File: src/rtl/rv32_pkg.sv
// rtl/rv32_pkg.sv - RV32 opcode/funct3 constants, NOP encoding and execute-stage FSM state type
package rv32_pkg;

    localparam logic [6:0] OP_JAL    = 7'b1101111;
    localparam logic [6:0] OP_JALR   = 7'b1100111;
    localparam logic [6:0] OP_BRANCH = 7'b1100011;

    localparam logic [2:0] F3_BEQ  = 3'b000;
    localparam logic [2:0] F3_BNE  = 3'b001;
    localparam logic [2:0] F3_BLT  = 3'b100;
    localparam logic [2:0] F3_BGE  = 3'b101;
    localparam logic [2:0] F3_BLTU = 3'b110;
    localparam logic [2:0] F3_BGEU = 3'b111;

    localparam logic [31:0] NOP_INSTR = 32'h00000013;

    typedef enum logic {
        WAKE = 1'b0,
        RUN  = 1'b1
    } exec_state_t;

endpackage

File: src/rtl/branch_cmp.sv
// rtl/branch_cmp.sv - combinational RV32 branch condition evaluation
module branch_cmp
    import rv32_pkg::*;
(
    input  logic [31:0] rs1_data,
    input  logic [31:0] rs2_data,
    input  logic [2:0]  funct3,
    output logic        taken
);

    always_comb begin
        taken = 1'b0;
        case (funct3)
            F3_BEQ:  taken = (rs1_data == rs2_data);
            F3_BNE:  taken = (rs1_data != rs2_data);
            F3_BLT:  taken = ($signed(rs1_data) <  $signed(rs2_data));
            F3_BGE:  taken = ($signed(rs1_data) >= $signed(rs2_data));
            F3_BLTU: taken = (rs1_data <  rs2_data);
            F3_BGEU: taken = (rs1_data >= rs2_data);
            default: taken = 1'b0;
        endcase
    end

endmodule

File: config.mk
export PLATFORM = sky130hd
export DESIGN_NAME = branch_cmp
export DESIGN_NICKNAME = d
export VERILOG_FILES = /design/src/rtl/rv32_pkg.sv /design/src/rtl/branch_cmp.sv
export SDC_FILE = /design/constraint.sdc
export NUM_CORES = 1
export LEC_CHECK = 0
export CAP_MARGIN = 15
export CORE_MARGIN = 2
export CORE_UTILIZATION = 30
export DETAILED_ROUTE_END_ITERATION = 16
export PLACE_DENSITY = 0.81
export SYNTH_ARGS = -nofsm -noshare
export SYNTH_HDL_FRONTEND = slang
export SYNTH_SLANG_ARGS = --single-unit
File: constraint.sdc
create_clock -name vclk -period 5
set_clock_uncertainty 0.2 [all_clocks]
set_input_delay 1.5 -clock vclk [all_inputs]
set_output_delay 1.5 -clock vclk [all_outputs]
set_load 0.01 [all_outputs]
==> results.py <==
metrics = {
    "run_status": {
        "status": "finished clean",
    },
    "logic_synthesis": {
        "seq_area_frac_synth": 0,
        "synthTopCellsByArea": "ha_1 43%, inv_1 13%, a21oi_1 7.6%",
        "yosysTopAreaCellShare": 0.4336,
        "synthMostInstantiatedCell": "inv_1",
        "synth.distinct_cells": 26,
        "synth_adder_area_share": 0.4336,
        "synthesis.nets": 227,
        "synth_compound_area_frac": 0.2073,
        "yosys.area_share.xor_xnor": 0,
        "synth_cells": 128,
        "synth_common_cells": "33 x inv_1, 32 x ha_1, 14 x a21oi_1",
        "netlist.top_cell.by_area": "ha_1",
        "synth_top_family_by_area": "adder cells",
        "synth_simple_gate_area_share": 0.2249,
        "synth_warnings": 0,
        "synth.avg_cell_area_sq_um": 7.214,
        "syn_area_sq_um": 923.4,
        "synthMuxAreaShare": 0,
    },
    "setup_path": {
        "arrival_ps": 3270,
        "worstSetupStartpointType": "input pin",
        "cp_max_fo": 3,
        "end_kind": "output port",
        "worstSetupPathType": "input pin to output port",
        "cp.required_ps": 3300,
    },
    "sta": {
        "rsz0062_at_grt": "true",
        "finalCritPeriodShare": 0.9948,
        "hold_viol": 0,
        "setup_viol": 0,
        "max_slew_margin": 0.7678,
        "period_minus_slack_ps": 4974,
        "fmax_mhz": 201.0,
        "drv_slew": 0,
        "worst_pin_slew_ps": 345.7,
    },
    "global_routing": {
        "grt_pass1_vias": 1263,
        "grt.overflow.total": 0,
        "grt_max_degree": 5,
        "track_usage": 0.1802,
        "antenna_found_initial": 0,
        "grt_pass1_wl_mm": 5.106,
    },
    "floorplanning": {
        "dieHeight_microns": 59.48,
        "io_pins": 68,
        "die_w_microns": 59.48,
        "fp-row-count": 20,
        "die_area_sq_um": 3538,
        "start_util": 0.3101,
        "coreArea_sq_um": 2978,
    },
    "place": {
        "dpl_cell_area_sq_um": 1675,
        "gp_congestion": 0.7382,
        "numPortBuffers": 68,
        "dp_hpwl_mm": 2.181,
    },
    "drt": {
        "drt-total-wl_mm": 3.253,
        "first_pass_iters": 4,
        "wl_per_cell_microns": 13.39,
        "ant_nets": 0,
        "drc_errors": 0,
        "vias": 1219,
        "drtIter0Drc": 22,
        "via_per_inst": 5.016,
    },
    "cells_and_area": {
        "nClkBuffers": 0,
        "seq_cells": 0,
        "diodes": 0,
        "seqCellArea_sq_um": 0,
        "nets": 311,
        "finalInstanceArea_sq_um": 1997,
        "drive_above_1_share": 0.5857,
        "syn_to_final_growth_pct": 116.3,
    },
    "run": {
        "cap_viol_max_count": 0,
    },
    "power_and_ir_drop": {
        "report.power.total_mw": 0.1545,
        "peakVddDrop_mv": 0.03616,
        "p_leak_nw": 0.9333,
        "power.density_nw_per_um2": 77.37,
    },
    "hold_path": {
        "hold_class": "input pin to output port",
    },
    "clock_tree": {
        "postCtsHoldBufs": 0,
    },
}
## worst max-delay path, cell delays in order
cell and delay (ps):
dlygate4sd2_1 250, inv_2 70, ha_4 210, a21oi_2 160, a21oi_2 80, o311a_4 360
o311a_1 360, nor3_2 140, buf_2 150
## layout make-up
cell class | count | area [sq um]
Timing Repair Buffer | 82 | 614.3
Inverter | 33 | 123.9
Fill cell | 260 | 980.9
Tap cell | 33 | 41.29
Multi-Input combinational cell | 95 | 1217
## layer usage
metal	GRT usage	wire, microns
met5	0	0
met1	0.1974	1256
met4	0.02597	32
met2	0.3642	1757
met3	0.02402	206
## layout by cell type, fill, tap and decap left out, drive strengths merged, types with 2 or more instances in the layout
cell and instances:
a21oi 14, nand3 7, o311a 2, buf 35, clkdlybuf4s50 3, nor2 4
nor4 3, nor3 2, clkdlybuf4s15 18, inv 33, nand2 5, clkbuf 13
nand4 8, dlygate4sd2 13, o21ai 3, and3 2, a21boi 2, ha 32
a21o 2
## metrics by stage
step	utilization	setup slack, ps	cells	hold slack [ps]	TNS [ps]
finish	0.6706	25.77	243	3537	0
global route	0.6706	-39.29	243	3590	-39.29
CTS	0.6445	3.229	241	3618	0
detailed placement	0.5626	-751.7	233	4002	-751.7
global placement	0.5626	-720.2	233	4006	-720.2
floorplan	-	318.0	128	3072	0
## timing repair
item | in CTS | in global routing
endpoints found under the hold margin | 0 | 0
endpoints found under the setup margin | 1 | 1
pin swaps | 45 | 33
buffers inserted | 9 | 2
resized for setup | 188 | 51
## report_power, final
group | internal (mW) | leakage [nW] | switching (mW)
Sequential | 0 | 0 | 0
Combinational | 0.0864 | 0.933 | 0.0681
Clock | 0 | 0 | 0
## cell families after synthesis
group	after synthesis
simple gates	33
buf+inv	33
fa+ha+maj	32
compound gates	30
## final timing paths
kind	cells after the start	slack, ps	start	to
worst min-delay path	6	3540	rs1_data[15]	taken
worst max-delay path	9	30	rs2_data[3]	taken
Power figures use the tool's default switching activity.
